File: config.mk
export PLATFORM = sky130hd
export DESIGN_NAME = mem_arbiter
export DESIGN_NICKNAME = d
export VERILOG_FILES = /design/src/rtl/mem_arb_pkg.sv /design/src/rtl/mem_arbiter_arb_pick.sv /design/src/rtl/mem_arbiter.sv
export SDC_FILE = /design/constraint.sdc
export NUM_CORES = 1
export LEC_CHECK = 0
export BUFFER_PORTS_ARGS = -buffer_cell sky130_fd_sc_hd__clkbuf_2
export CAP_MARGIN = 20
export CORE_MARGIN = 2
export CORE_UTILIZATION = 50
export DETAILED_ROUTE_END_ITERATION = 10
export GPL_TIMING_DRIVEN = 1
export PLACE_DENSITY = 0.91
export REMOVE_ABC_BUFFERS = 1
export SYNTH_ARGS = -nofsm -noshare
export SYNTH_HDL_FRONTEND = slang
export SYNTH_SLANG_ARGS = --single-unit
File: constraint.sdc
create_clock -name clk -period 2.93 [get_ports clk]
set_clock_uncertainty 0.15 [all_clocks]
set_input_delay 0.1465 -clock clk [delete_from_list [all_inputs] [get_ports clk]]
set_output_delay 0.1465 -clock clk [all_outputs]
set_load 0.02 [all_outputs]
File: src/rtl/mem_arb_pkg.sv
// rtl/mem_arb_pkg.sv - shared state encoding, port ids and op constants for mem_arbiter
package mem_arb_pkg;

  typedef enum logic [1:0] {
    IDLE   = 2'd0,
    ACCESS = 2'd1,
    RESP   = 2'd2
  } state_e;

  localparam logic       PORT_I     = 1'b0;
  localparam logic       PORT_D     = 1'b1;
  localparam logic [2:0] MEMOP_WORD = 3'b010;

endpackage

File: src/rtl/mem_arbiter_arb_pick.sv
// rtl/mem_arbiter_arb_pick.sv - winner select between fetch and data ports
// MEM_ARB_RR_EN selects round-robin on contention; otherwise D beats I.
module arb_pick
  import mem_arb_pkg::*;
(
  input  logic i_req,
  input  logic d_req,
`ifdef MEM_ARB_RR_EN
  input  logic rr_last,
`endif
  output logic grant_valid,
  output logic grant
);

  always_comb begin
    grant_valid = i_req | d_req;
    grant       = PORT_I;
`ifdef MEM_ARB_RR_EN
    if (i_req && d_req) begin
      grant = ~rr_last;
    end else if (d_req) begin
      grant = PORT_D;
    end
`else
    if (d_req) begin
      grant = PORT_D;
    end
`endif
  end

endmodule

File: src/rtl/mem_arbiter.sv
// rtl/mem_arbiter.sv - single-port memory arbiter for CPU fetch (I) and load/store (D) ports
// MEM_ARB_RR_EN enables round-robin arbitration on contention.
module mem_arbiter
  import mem_arb_pkg::*;
#(
  parameter int AW = 32,
  parameter int DW = 32
) (
  input  logic          clk,
  input  logic          rst,
  input  logic          i_req,
  input  logic [AW-1:0] i_addr,
  output logic          i_ack,
  output logic [DW-1:0] i_rdata,
  input  logic          d_req,
  input  logic          d_we,
  input  logic [AW-1:0] d_addr,
  input  logic [DW-1:0] d_wdata,
  input  logic [2:0]    d_op,
  output logic          d_ack,
  output logic [DW-1:0] d_rdata,
  output logic          mem_en,
  output logic          mem_we,
  output logic [AW-1:0] mem_addr,
  output logic [DW-1:0] mem_wdata,
  output logic [2:0]    mem_op,
  input  logic [DW-1:0] mem_rdata
);

  state_e        state_q, state_d;
  logic          owner_q, owner_d;
  logic          mem_en_q, mem_en_d;
  logic          mem_we_q, mem_we_d;
  logic [AW-1:0] mem_addr_q, mem_addr_d;
  logic [DW-1:0] mem_wdata_q, mem_wdata_d;
  logic [2:0]    mem_op_q, mem_op_d;
  logic          i_ack_q, i_ack_d;
  logic          d_ack_q, d_ack_d;
  logic [DW-1:0] i_rdata_q, i_rdata_d;
  logic [DW-1:0] d_rdata_q, d_rdata_d;
  logic          grant_valid;
  logic          grant;

`ifdef MEM_ARB_RR_EN
  logic          rr_last_q, rr_last_d;
`endif

  arb_pick u_arb_pick (
    .i_req       (i_req),
    .d_req       (d_req),
`ifdef MEM_ARB_RR_EN
    .rr_last     (rr_last_q),
`endif
    .grant_valid (grant_valid),
    .grant       (grant)
  );

  // mem_* registers double as the latched request fields for the access in flight
  always_comb begin
    state_d     = state_q;
    owner_d     = owner_q;
    mem_en_d    = 1'b0;
    mem_we_d    = mem_we_q;
    mem_addr_d  = mem_addr_q;
    mem_wdata_d = mem_wdata_q;
    mem_op_d    = mem_op_q;
    i_ack_d     = 1'b0;
    d_ack_d     = 1'b0;
    i_rdata_d   = i_rdata_q;
    d_rdata_d   = d_rdata_q;
`ifdef MEM_ARB_RR_EN
    rr_last_d   = rr_last_q;
`endif
    case (state_q)
      IDLE: begin
        if (grant_valid) begin
          owner_d  = grant;
          mem_en_d = 1'b1;
          state_d  = ACCESS;
`ifdef MEM_ARB_RR_EN
          rr_last_d = grant;
`endif
          if (grant == PORT_D) begin
            mem_we_d    = d_we;
            mem_addr_d  = d_addr;
            mem_wdata_d = d_wdata;
            mem_op_d    = d_op;
          end else begin
            mem_we_d    = 1'b0;
            mem_addr_d  = i_addr;
            mem_wdata_d = '0;
            mem_op_d    = MEMOP_WORD;
          end
        end
      end
      ACCESS: begin
        state_d = RESP;
        if (owner_q == PORT_D) begin
          d_ack_d = 1'b1;
        end else begin
          i_ack_d = 1'b1;
        end
      end
      RESP: begin
        state_d = IDLE;
        if (owner_q == PORT_I) begin
          i_rdata_d = mem_rdata;
        end else if (!mem_we_q) begin
          d_rdata_d = mem_rdata;
        end
      end
      default: state_d = IDLE;
    endcase
  end

  always_ff @(posedge clk) begin
    if (rst) begin
      state_q     <= IDLE;
      owner_q     <= PORT_I;
      mem_en_q    <= 1'b0;
      mem_we_q    <= 1'b0;
      mem_addr_q  <= '0;
      mem_wdata_q <= '0;
      mem_op_q    <= '0;
      i_ack_q     <= 1'b0;
      d_ack_q     <= 1'b0;
      i_rdata_q   <= '0;
      d_rdata_q   <= '0;
`ifdef MEM_ARB_RR_EN
      rr_last_q   <= PORT_D;
`endif
    end else begin
      state_q     <= state_d;
      owner_q     <= owner_d;
      mem_en_q    <= mem_en_d;
      mem_we_q    <= mem_we_d;
      mem_addr_q  <= mem_addr_d;
      mem_wdata_q <= mem_wdata_d;
      mem_op_q    <= mem_op_d;
      i_ack_q     <= i_ack_d;
      d_ack_q     <= d_ack_d;
      i_rdata_q   <= i_rdata_d;
      d_rdata_q   <= d_rdata_d;
`ifdef MEM_ARB_RR_EN
      rr_last_q   <= rr_last_d;
`endif
    end
  end

  assign mem_en    = mem_en_q;
  assign mem_we    = mem_we_q;
  assign mem_addr  = mem_addr_q;
  assign mem_wdata = mem_wdata_q;
  assign mem_op    = mem_op_q;
  assign i_ack     = i_ack_q;
  assign d_ack     = d_ack_q;

  // Memory data arrives in the ack cycle, so forward it then and hold the captured copy after
  assign i_rdata = i_ack_q ? mem_rdata : i_rdata_q;
  assign d_rdata = (d_ack_q && !mem_we_q) ? mem_rdata : d_rdata_q;

endmodule

==> metrics.txt <==
CTS tree done; switching share of power 0.2734; Final Hold Slack 10.56 ps; Ports 271; synth cell count leaders nand2_1 (164), dfxtp_1 (138), a21oi_1 (132), mux2_2 (55), o21ai_0 (34); Finish-stage setup viols 0; postcts setup bufs 0; Int Power 3.901 mW; hold path startpoint d_addr[6]; layout cells sized above 1 0.3848; nets 1,178; H-tree depth 4; slew at the pin closest to its max-slew limit 772.5 ps; Synth Instances 679; P&R area growth vs syn 52.36%; largest net degree at the start of global routing 67; worst reg2reg setup slack 980 ps; setup TNS 0 ps; CP dominant cell by count dlygate4sd3_1; global route total overflow 0; leakage power 4.186 nW; Worst Path Arrival 2550 ps; post_cts resized 0; placed cell areas 7525 um2; Worst Setup Start Kind input port; status finished, final reports clean; DP Wirelength 11.49 mm; cell breakdown of the critical path dlygate4sd3_1 -> clkbuf_2 -> buf_4 -> mux2i_1 -> dlygate4sd3_1 -> a211oi_2; fraction of registers with async set/reset 0; fmax 0.4200 GHz; Initial DRC Count 709; PD cells 570.2 nW/um2; sequential share of the synthesized area 0.4471; Clock Latency Late Sink 410 ps; syn avg cell area 9.101 um2; clk sinks 138; Final ANT Viol Nets 0; top area cells in the synthesized netlist dfxtp_1 (45%), a21oi_1 (11%), mux2_2 (10%), nand2_1 (10%), a211oi_2 (6.1%); IO Port Bufs 270; Psw 1.468 mW; Die ar. 13,260 um2; final slew viol count 0; vias in the first global route 6,974; VDD IR max 0.4340 mV; synthesis-stage register bit count 138; Wirelength per Cell 19.39 um; R2R depth 4; post-route DRC violation count 0; Slew headroom 0.4850; RSZ-0062 raised after global routing no; fin crit share 0.8126; Max FO, Critical Path 32; min Tclk post-route 2381 ps; core area 12,060 um2; Max clock buf depth 2; area leader, netlist dfxtp_1; R2R Path Start state_q[0]; count leader, synth nand2_1; drt pass-1 iters 7; Hold WC Path Type input port to flip-flop; Power Total 5.368 mW; Gate power share 0.195; Die W 115.2 um; worst hold endpoint mem_addr[6]; first-pass GRT wire length 37.07 mm; Critical Path Start d_req; DR vias 6,868; Site Rows 40; crit path kind input port to flip-flop; total CTS buffers 17; synth unique cells 29; Netlist Area Pre-Place 6180 um2; clock group share of total power 0.421; total of max-cap violations 0; reg2reg end mem_addr[8]; final instance area 9415 um2; Fillers 706; Hold Violations, Final 0; Critical Path RT 3100 ps; Placer Congestion 0.8423; antenna violations before repair 2; Tot GR Track Use 0.3666; post-detailed-route via-to-cell ratio 5.607; top_reg_cell synth dfxtp_1; post-synth top area share 0.4471; crit-path max cell delay 610 ps; CP max-delay cell dlygate4sd3_1; CTS Root Cell clkbuf_16; number of synthesized flops with an enable pin 0; overall die height 115.2 um; Sequential Power Share 0.384; wirelength, routed 23.75 mm; initial core utilization 0.5123; cts hold-fix bufs 123; Synthesis Warnings 0; Crit. End Element flip-flop; register clock-pin slew on the reported worst setup and hold paths 60 ps; hold depth 3
-- cells in the final DEF (no fill, tap or decap), drive strengths merged --
cell	netlist	final
a211oi	32	32
a21oi	132	132
and2	1	1
buf	44	15
bufinv	0	3
clkbuf	19	295
clkinv	0	2
clkinvlp	0	1
dfxtp	138	138
diode	0	2
dlygate4sd3	0	123
inv	1	1
mux2	64	64
mux2i	32	32
nand2	164	164
nand4bb	1	1
nor2	3	3
nor2b	2	2
nor3	2	2
nor3b	3	3
nor4bb	1	1
o21ai	36	36
o221a	1	1
or2	2	2
or3b	1	1
-- metal layers --
| metal | vias to the layer above | wire length [um] | global-route usage |
|---|---|---|---|
| met2 | 457 | 12090 | 0.6235 |
| met5 | - | 12 | 0 |
| met3 | 141 | 1940 | 0.1323 |
| met4 | 2 | 1404 | 0.2345 |
| li1 | 3078 | - | - |
| met1 | 3190 | 8307 | 0.3839 |
-- flip-flops by register name (all words and copies together) (netlist names) --
signal     cells
d_ack          1
d_rdata_q     32
i_ack          1
i_rdata_q     32
mem_addr      32
mem_en         1
mem_op         3
mem_wdata     32
mem_we         1
owner_q        1
state_q        2
-- metrics by stage --
step                cells  worst slack (ps)    util
floorplan             616            -313.7       -
global placement     1067              1137  0.6239
detailed placement   1067              1083  0.6239
CTS                  1222             700.1  0.7779
global route         1223             476.6  0.7802
finish               1225             549.0  0.7806
-- power by group through the flow --
stage,combinational (mW),clock (mW),sequential [mW]
global placement,0.817,0,2.08
detailed placement,0.833,0,2.09
floorplan,0.361,0,2.18
CTS,0.982,2.26,2.05
global route,1.11,2.35,2.07
finish,1.05,2.26,2.06
-- cell type report --
type / count / area [um2] / area share
Sequential cell: 138 / 2763 / 0.2934
Multi-Input combinational cell: 477 / 3084 / 0.3276
Clock buffer: 26 / 519.2 / 0.05515
Antenna cell: 2 / 5.005 / 0.0005316
Inverter: 1 / 3.754 / 0.0003987
Clock inverter: 6 / 107.6 / 0.01143
Timing Repair Buffer: 407 / 2723 / 0.2892
Tap cell: 168 / 210.2 / 0.02233
-- worst max path at each step --
stage	slack, ps	cells past startpoint	endpoint
finish	550	6	mem_addr[25]
global route	480	6	mem_addr[25]
CTS	700	4	d_rdata[3]
detailed placement	1080	4	mem_addr[27]
global placement	1140	4	mem_addr[13]
floorplan	-310	3	d_rdata_q[0]
-- worst max-delay path, delay by kind of cell --
kind,cells,cell delay (ps)
buffers and inverters,4,1900
AO/OA/AOI/OAI,1,310
multiplexers,1,170
-- logic make-up after synthesis --
group | share of synthesized area
flip-flops | 0.4471
multiplexers | 0.1685
AO/OA/AOI/OAI | 0.2011
AND/OR/NAND/NOR | 0.1245
buffers and inverters | 0.05892
Power figures use the tool's default switching activity.
